--- src/rtl/fetch_sequencer_if.sv ---
// Fetch-side bus bundle: instruction-memory request/response, decode-side
// stall/redirect controls, and the held-instruction outputs.
interface fetch_sequencer_if;
  logic        imem_req;
  logic [31:0] imem_addr;
  logic        imem_gnt;
  logic        imem_rvalid;
  logic [31:0] imem_rdata;
  logic        stall;
  logic        redirect;
  logic [31:0] redirect_pc;
  logic        instr_valid;
  logic [31:0] instrCode;
  logic [31:0] instr_pc;

  modport master (
    output imem_req, imem_addr, instr_valid, instrCode, instr_pc,
    input  imem_gnt, imem_rvalid, imem_rdata, stall, redirect, redirect_pc
  );

  modport slave (
    input  imem_req, imem_addr, instr_valid, instrCode, instr_pc,
    output imem_gnt, imem_rvalid, imem_rdata, stall, redirect, redirect_pc
  );
endinterface

--- src/rtl/fetch_sequencer.sv ---
// Single-outstanding instruction fetcher: REQ -> WAIT -> HOLD, one instruction per 3 cycles best case.
// Holds the fetched word while stall is high; redirect overrides stall and grant, killing in-flight data.
module fetch_sequencer #(
  parameter logic [31:0] RESET_PC   = 32'h0000_0000,
  parameter logic [31:0] ALIGN_MASK = 32'hFFFF_FFFC
) (
  input  logic               clk,
  input  logic               rst,
  fetch_sequencer_if.master  bus
);

  typedef enum logic [1:0] {
    S_IDLE = 2'd0,
    S_REQ  = 2'd1,
    S_WAIT = 2'd2,
    S_HOLD = 2'd3
  } state_t;

  state_t      state;
  logic [31:0] pc;
  logic        kill;
  logic        req_q;
  logic        valid_q;
  logic [31:0] code_q;
  logic [31:0] ipc_q;
  logic [31:0] target;

  assign target          = bus.redirect_pc & ALIGN_MASK;
  assign bus.imem_req    = req_q;
  assign bus.imem_addr   = pc;
  assign bus.instr_valid = valid_q;
  assign bus.instrCode   = code_q;
  assign bus.instr_pc    = ipc_q;

  always_ff @(posedge clk) begin
    if (rst) begin
      state   <= S_IDLE;
      pc      <= RESET_PC;
      kill    <= 1'b0;
      req_q   <= 1'b0;
      valid_q <= 1'b0;
      code_q  <= 32'h0;
      ipc_q   <= 32'h0;
    end else begin
      case (state)
        S_IDLE: begin
          if (bus.redirect) pc <= target;
          state <= S_REQ;
          req_q <= 1'b1;
        end
        S_REQ: begin
          // The address may only move while the request is still ungranted.
          if (bus.redirect) pc <= target;
          if (bus.imem_gnt) begin
            kill  <= bus.redirect;
            state <= S_WAIT;
            req_q <= 1'b0;
          end
        end
        S_WAIT: begin
          if (bus.redirect) pc <= target;
          if (bus.imem_rvalid) begin
            if (bus.redirect || kill) begin
              kill  <= 1'b0;
              state <= S_REQ;
              req_q <= 1'b1;
            end else begin
              code_q  <= bus.imem_rdata;
              ipc_q   <= pc;
              state   <= S_HOLD;
              valid_q <= 1'b1;
            end
          end else if (bus.redirect) begin
            kill <= 1'b1;
          end
        end
        S_HOLD: begin
          if (bus.redirect || !bus.stall) begin
            pc      <= bus.redirect ? target : pc + 32'd4;
            valid_q <= 1'b0;
            state   <= S_REQ;
            req_q   <= 1'b1;
          end
        end
        default: begin
          state   <= S_IDLE;
          req_q   <= 1'b0;
          valid_q <= 1'b0;
        end
      endcase
    end
  end

endmodule

--- src/flat_wrapper.sv ---
// flat-port wrapper written by rule: the top's interface ports become plain ports
module fetch_sequencer_flat 
#(
  parameter logic [31:0] RESET_PC   = 32'h0000_0000,
  parameter logic [31:0] ALIGN_MASK = 32'hFFFF_FFFC
)
  (clk, rst, bus_imem_req, bus_imem_addr, bus_instr_valid, bus_instrCode, bus_instr_pc, bus_imem_gnt, bus_imem_rvalid, bus_imem_rdata, bus_stall, bus_redirect, bus_redirect_pc);
  fetch_sequencer_if bus_i ();
  input  logic clk;
  input  logic rst;
  output wire logic [$bits(bus_i.imem_req)-1:0] bus_imem_req;
  output wire logic [$bits(bus_i.imem_addr)-1:0] bus_imem_addr;
  output wire logic [$bits(bus_i.instr_valid)-1:0] bus_instr_valid;
  output wire logic [$bits(bus_i.instrCode)-1:0] bus_instrCode;
  output wire logic [$bits(bus_i.instr_pc)-1:0] bus_instr_pc;
  input wire logic [$bits(bus_i.imem_gnt)-1:0] bus_imem_gnt;
  input wire logic [$bits(bus_i.imem_rvalid)-1:0] bus_imem_rvalid;
  input wire logic [$bits(bus_i.imem_rdata)-1:0] bus_imem_rdata;
  input wire logic [$bits(bus_i.stall)-1:0] bus_stall;
  input wire logic [$bits(bus_i.redirect)-1:0] bus_redirect;
  input wire logic [$bits(bus_i.redirect_pc)-1:0] bus_redirect_pc;
  assign bus_imem_req = bus_i.imem_req;
  assign bus_imem_addr = bus_i.imem_addr;
  assign bus_instr_valid = bus_i.instr_valid;
  assign bus_instrCode = bus_i.instrCode;
  assign bus_instr_pc = bus_i.instr_pc;
  assign bus_i.imem_gnt = bus_imem_gnt;
  assign bus_i.imem_rvalid = bus_imem_rvalid;
  assign bus_i.imem_rdata = bus_imem_rdata;
  assign bus_i.stall = bus_stall;
  assign bus_i.redirect = bus_redirect;
  assign bus_i.redirect_pc = bus_redirect_pc;
  fetch_sequencer #(.RESET_PC(RESET_PC), .ALIGN_MASK(ALIGN_MASK)) u_core (.clk(clk), .rst(rst), .bus(bus_i));
endmodule
--- config.mk ---
export PLATFORM = sky130hd
export DESIGN_NAME = fetch_sequencer_flat
export DESIGN_NICKNAME = d
export VERILOG_FILES = /design/src/rtl/fetch_sequencer_if.sv /design/src/rtl/fetch_sequencer.sv /design/src/flat_wrapper.sv
export SDC_FILE = /design/constraint.sdc
export NUM_CORES = 1
export LEC_CHECK = 0
export ABC_CLOCK_PERIOD_IN_PS = 2100
export BUFFER_PORTS_ARGS = -buffer_cell sky130_fd_sc_hd__buf_4
export CAP_MARGIN = 15
export CELL_PAD_IN_SITES_DETAIL_PLACEMENT = 2
export CELL_PAD_IN_SITES_GLOBAL_PLACEMENT = 2
export CORE_MARGIN = 3
export CORE_UTILIZATION = 27
export DETAILED_ROUTE_END_ITERATION = 12
export PLACE_DENSITY = 0.85
export SLEW_MARGIN = 25
export SYNTH_ARGS = -nofsm -noshare
export SYNTH_HDL_FRONTEND = slang
export SYNTH_SLANG_ARGS = --single-unit
--- constraint.sdc ---
create_clock -name clk -period 2.1 [get_ports clk]
set_input_delay 0.315 -clock clk [delete_from_list [all_inputs] [get_ports clk]]
set_output_delay 0.315 -clock clk [all_outputs]
set_load 0.05 [all_outputs]
==> results of run 1 <==
-- registers in the layout, indices dropped and copies added, names as in the netlist --
signal and count:
u_core.bus.instr_valid 1, u_core.bus.imem_addr 30, u_core.kill 1, u_core.bus.instr_pc 30, u_core.bus.instrCode 32, u_core.state 2, u_core.bus.imem_req 1
-- final timing paths --
check | from | endpoint | slack (ns)
setup / recovery | u_core.bus.imem_addr[3]$_SDFFE_PP0P_ | u_core.bus.imem_addr[14]$_SDFFE_PP0P_ | 0.15
setup reg to reg | u_core.bus.imem_addr[3]$_SDFFE_PP0P_ | u_core.bus.imem_addr[14]$_SDFFE_PP0P_ | 0.15
hold / removal | bus_imem_rdata[22] | u_core.bus.instrCode[22]$_SDFFE_PP0P_ | 0.22
hold reg to reg | u_core.bus.instrCode[9]$_SDFFE_PP0P_ | u_core.bus.instrCode[9]$_SDFFE_PP0P_ | 0.46
-- cells by family (layout without fill, tap and decap cells) --
| logic type | after synthesis | after routing | share of synthesized area, % |
|---|---|---|---|
| compound gates | 162 | 162 | 20.8 |
| fa+ha+maj | 5 | 5 | 1.39 |
| buf+inv | 53 | 220 | 5.29 |
| flops | 97 | 97 | 43.2 |
| mux | 4 | 4 | 0.891 |
| other cells | 1 | 4 | 0.0835 |
| simple gates | 269 | 269 | 28.3 |
-- stage by stage --
stage	utilization, %	total power [W]	cell area [sq um]	std cells
2_1_floorplan	-	0.00233	4500	594
3_3_place_gp	37.8	0.00259	6080	959
3_5_place_dp	37.8	0.00262	6080	959
4_1_cts	40.0	0.00460	6430	975
5_1_grt	40.2	0.00471	6460	977
6_report	40.2	0.00454	6460	977
-- layout by cell type, fill, tap and decap left out, drive strengths merged, types with 5 or more instances in the layout --
cell    count
buf       198
nand2     161
a21oi      98
dfxtp      97
nor2       27
o21ai      18
nand4      16
nand3      15
and3       10
clkbuf     10
a31oi       9
nor4        9
or3         8
inv         7
a21o        7
nor3        7
ha          5
-- critical path, stage by stage (launching register included) --
cell and delay [ns]:
dfxtp_2 0.41, ha_1 0.21, buf_4 0.14, nand4_1 0.21, nor2_2 0.23, buf_4 0.18, a41o_1 0.18, a21oi_1 0.06
nor4_1 0.22
-- power breakdown --
| part | switching [W] | internal (W) | total [W] |
|---|---|---|---|
| registers | 0.0000688 | 0.00189 | 0.00196 |
| logic | 0.000389 | 0.000236 | 0.000625 |
| clock network | 0.000754 | 0.00120 | 0.00196 |
-- area by class of cell --
cell class | count | area, sq um
clock inverter | 6 | 114
clock buffer | 10 | 239
timing repair buffer | 198 | 1520
inverter | 6 | 22.5
multi-input combinational | 444 | 2350
fill | 1836 | 9600
tap | 216 | 270
sequential | 97 | 1940
-- layer usage --
metal	global-route usage (%)	part of all wire, %	wire length (um)
met5	0	0	0
met4	6.94	2.0	379
met3	4.10	5.6	1050
met2	35.8	50	9350
met1	25.5	43	7990
-- repair_timing --
action                                 4_1_cts  5_1_grt
setup buffers                                0        2
setup endpoints to repair                    1        9
hold buffers                                 0        0
endpoints found under the hold margin        0        0
gates resized for setup                      1        5
pin swaps                                    0        2
==> summary.txt, run 1 <==
Run status
  – Status: finished, final reports clean

Placed design
  – PortBufs: 161
  – Global placement routability congestion: 0.817
  – Dpl hpwl: 13.9 mm
  – Dpl ws: 0.0248 ns

Timing
  – Final worst slack: 0.155 ns
  – Worst Skew: 0.00741 ns
  – Setup TNS: 0 ns
  – Tmin final: 1.95 ns
  – WHS: 0.215 ns
  – Final Hold Fails: 0
  – Period utilization: 92.6%
  – Max-slew violation count: 0
  – Fmax achieved: 0.514 GHz
  – Setup-failing EPs final: 0
  – RSZ-0062 raised after global routing: no

Synthesis
  – Synth unique cells: 56
  – Count leader, synth: nand2_1
  – #FFs+latches synth: 97
  – Post-synth top area share: 43.2%
  – Synth top area cells: dfxtp_1 (43%), nand2_1 (13%), a21oi_1 (11%)
  – Seq/Total Area, Yosys: 43.2%
  – Most frequent cells after synthesis: nand2_1 (160), a21oi_1 (98), dfxtp_1 (97)
  – Number of synthesized flops with an enable pin: 0
  – Synth area leader: dfxtp_1
  – Synthesized cell area: 0.00449 sq mm
  – Ys async rst share: 0%
  – Syn. warnings: 0
  – Ys flop type: dfxtp_1
  – Avg Cell Area, Syn: 7.60 sq um
  – Synthesized instance count: 591

CTS
  – CTS max path bufs: 2
  – Clock Sinks: 97
  – Worst skew pair latency: 0.35 ns
  – Root Driver: clkbuf_16
  – CTS tree: done
  – CTS Buf Count: 9
  – Reg clk slew, reported paths: 0.07 ns
  – H-tree Lvls: 3

Drt
  – First-pass iteration count of the detailed router: 4
  – DRC: 0
  – WL/cell: 19.2 um
  – Via count: 4993
  – ANT nets after route: 0
  – Final wirelength: 18.8 mm
  – Vias/cell: 5.11
  – Initial drt markers: 150

Finish
  – Share of cells above drive strength 1: 30.5%
  – NumNets Final: 831
  – Ant. Diodes: 0
  – Area Overhead vs Synth: 43.8%

Worst setup path
  – Arrival time worst endpoint: 2.19 ns
  – Critical Path Sink Type: flop
  – CP Max Fanout: 6
  – Critical Path Start Type: flop
  – Critical Path RT: 2.35 ns
  – Reg2reg path depth: 8
  – Kind of critical path: flop to flop

Global routing
  – First-pass GRT wire length: 29.9 mm
  – Initial antenna violation count: 0
  – Vias in the first global route: 5448
  – Tot GR Track Use: 20.6%
  – Total grt overflow: 0
  – Pin count of the biggest net entering global routing: 100

Floorplan
  – Io pins: 168
  – Core Area: 0.0161 sq mm
  – Die X: 135 um
  – Die Ht: 135 um
  – FP Rows: 46
  – Die footprint: 0.0182 sq mm
  – Starting Density: 28.0%

Hold path
  – Hold depth: 3
  – Hold Path Class: input port to flop

Power
  – Worst VDD drop: 0.000386 V
  – PD cells: 702 mW/mm^2
  – Leak Pwr: 2.66 nW

Flow run
  – Max Cap Viol: 0
Power figures use the tool's default switching activity.
==> run 2, diff against run 1 <==
- GPL_TIMING_DRIVEN: default -> 0
==> summary.txt, run 2 (synthesized netlist as in run 1, its figures left out) <==
Floorplan
  – Die Ht: 135 um
  – Die X: 135 um
  – Io pins: 168
  – FP Rows: 46
  – Core Area: 0.0161 sq mm
  – Starting Density: 28.0%
  – Die footprint: 0.0182 sq mm

Worst setup path
  – Reg2reg path depth: 5
  – Critical Path Start Type: flop
  – Worst path depth: 5
  – Slowest stage cell, crit path: dfxtp_1
  – Crit path from: u_core.bus.imem_addr[13]$_SDFFE_PP0P_
  – RR Startpoint: u_core.bus.imem_addr[13]$_SDFFE_PP0P_
  – Critical Path Sink Type: flop
  – Crit-path max cell delay: 0.57 ns
  – CP Max Fanout: 8
  – Cell breakdown of the critical path: nand4_4 > nor4_4 > and2_1 > o21ai_1 > a32o_1
  – Worst R2R End: u_core.bus.imem_addr[23]$_SDFFE_PP0P_
  – Kind of critical path: flop to flop
  – Critical Path End: u_core.bus.imem_addr[23]$_SDFFE_PP0P_
  – R2r setup slk: 0.07 ns
  – CP bufs+invs: 0
  – Arrival time worst endpoint: 2.27 ns
  – Critical path's top delay family: simple AND/OR/NAND/NOR gates
  – Critical Path RT: 2.34 ns

Placed design
  – Dpl hpwl: 15.4 mm
  – Global placement routability congestion: 0.831
  – Dpl ws: -0.346 ns
  – PortBufs: 159

Power
  – Worst VDD drop: 0.000401 V
  – PD cells: 684 mW/mm^2
  – Leak Pwr: 2.62 nW

Finish
  – Reg area: 0.00195 sq mm
  – Fin util: 39.9%
  – Share of cells above drive strength 1: 30.5%
  – Commonest cells after routing, fill and taps aside: buf_4 (169), nand2_1 (159), a21oi_1 (96)
  – Multi-input logic area: 0.00240 sq mm
  – Ant. Diodes: 0
  – NumNets Final: 843
  – Fill count: 1854
  – Area Overhead vs Synth: 42.7%
  – Commonest non-fill, non-tap cell in the layout: buf_4
  – Max FFs per register: 32

CTS
  – CTS Buf Count: 9
  – H-tree Lvls: 3
  – CTS max path bufs: 2
  – Reg clk slew, reported paths: 0.07 ns
  – CTS tree: done
  – Root Driver: clkbuf_16
  – Clock Sinks: 97
  – Worst skew pair latency: 0.35 ns

Global routing
  – Vias in the first global route: 5555
  – GRT met3 Usage: 4.58%
  – Tot GR Track Use: 21.9%
  – Most Crowded Layer GR: met2
  – Initial antenna violation count: 0
  – Met1 usage: 26.4%
  – Total grt overflow: 0
  – M2 GR Usage: 39.3%
  – Pin count of the biggest net entering global routing: 16
  – First-pass GRT wire length: 31.3 mm

Drt
  – ANT nets after route: 0
  – WL/cell: 20.5 um
  – Final wirelength: 20.3 mm
  – First-pass iteration count of the detailed router: 4
  – Via count: 5175
  – Vias/cell: 5.23
  – Initial drt markers: 255
  – DRC: 0

Timing
  – Max_slew headroom: 49.5%
  – Worst-Margin Slew: 0.758 ns
  – Max-slew violation count: 0
  – Tmin final: 2.03 ns
  – Fmax achieved: 0.492 GHz
  – Period utilization: 96.9%
  – Setup-failing EPs final: 0
  – Final Hold Fails: 0
  – Final worst slack: 0.0660 ns
  – Worst Skew: 0.00535 ns

Run status
  – Status: finished, final reports clean

Flow run
  – Max Cap Viol: 0

Hold path
  – Hold Path Class: input port to flop
-- run 2: worst min-delay path by stage --
stage                                         start                                    end  slack (ns)  depth (start not counted)
5_1_grt                          bus_imem_rdata[31]  u_core.bus.instrCode[31]$_SDFFE_PP0P_        0.21                          3
6_report                          bus_imem_rdata[8]   u_core.bus.instrCode[8]$_SDFFE_PP0P_        0.21                          3
3_3_place_gp   u_core.bus.instrCode[6]$_SDFFE_PP0P_   u_core.bus.instrCode[6]$_SDFFE_PP0P_        0.44                          2
4_1_cts                          bus_imem_rdata[21]  u_core.bus.instrCode[21]$_SDFFE_PP0P_        0.20                          3
3_5_place_dp   u_core.bus.instr_pc[29]$_SDFFE_PP0P_   u_core.bus.instr_pc[29]$_SDFFE_PP0P_        0.45                          2
2_1_floorplan                    bus_imem_rdata[17]  u_core.bus.instrCode[17]$_SDFFE_PP0P_        0.45                          2
-- run 2: worst register-to-register path, cell delays in order (launching register included) --
cell	delay, ns
dfxtp_1	0.57
nand4_4	0.23
nor4_4	0.49
and2_1	0.29
o21ai_1	0.08
a32o_1	0.27
-- run 2: power by group --
| part | switching (W) | leakage, nW | internal [W] |
|---|---|---|---|
| clock | 0.000753 | 0.154 | 0.00105 |
| combinational | 0.000390 | 1.68 | 0.000223 |
| sequential | 0.0000829 | 0.789 | 0.00189 |
| total | 0.00123 | 2.62 | 0.00316 |
-- run 2: final cells by class --
| class | instances | area share [%] |
|---|---|---|
| Timing Repair Buffer | 164 | 19.2 |
| Buffer | 46 | 3.61 |
| Tap cell | 216 | 4.22 |
| Clock inverter | 5 | 1.23 |
| Inverter | 6 | 0.351 |
| Sequential cell | 97 | 30.4 |
| Multi-Input combinational cell | 444 | 37.4 |
| Clock buffer | 11 | 3.63 |
-- run 2: repair_timing --
action,4_1_cts,5_1_grt
setup endpoints to repair,86,80
buffers inserted,1,4
hold buffers,0,0
gates resized for setup,15,24
pin swaps,1,2
-- run 2: per-stage QoR --
step	total power, W	instances	area [sq um]	hold slack (ns)	TNS [ns]
after floorplan	0.00233	594	4500	0.451	0
after global placement	0.00259	969	5970	0.442	-2.95
after detailed placement	0.00261	969	5970	0.451	-12.32
after CTS	0.00442	985	6320	0.199	0
after global routing	0.00454	989	6410	0.213	-0.0598
final	0.00438	989	6410	0.212	0
-- run 2: per-layer routing --
layer / share of wire, % / up-vias
li1: - / 2425
met2: 50 / 161
met5: 0 / -
met1: 43 / 2567
met3: 5.8 / 22
met4: 1.6 / 0
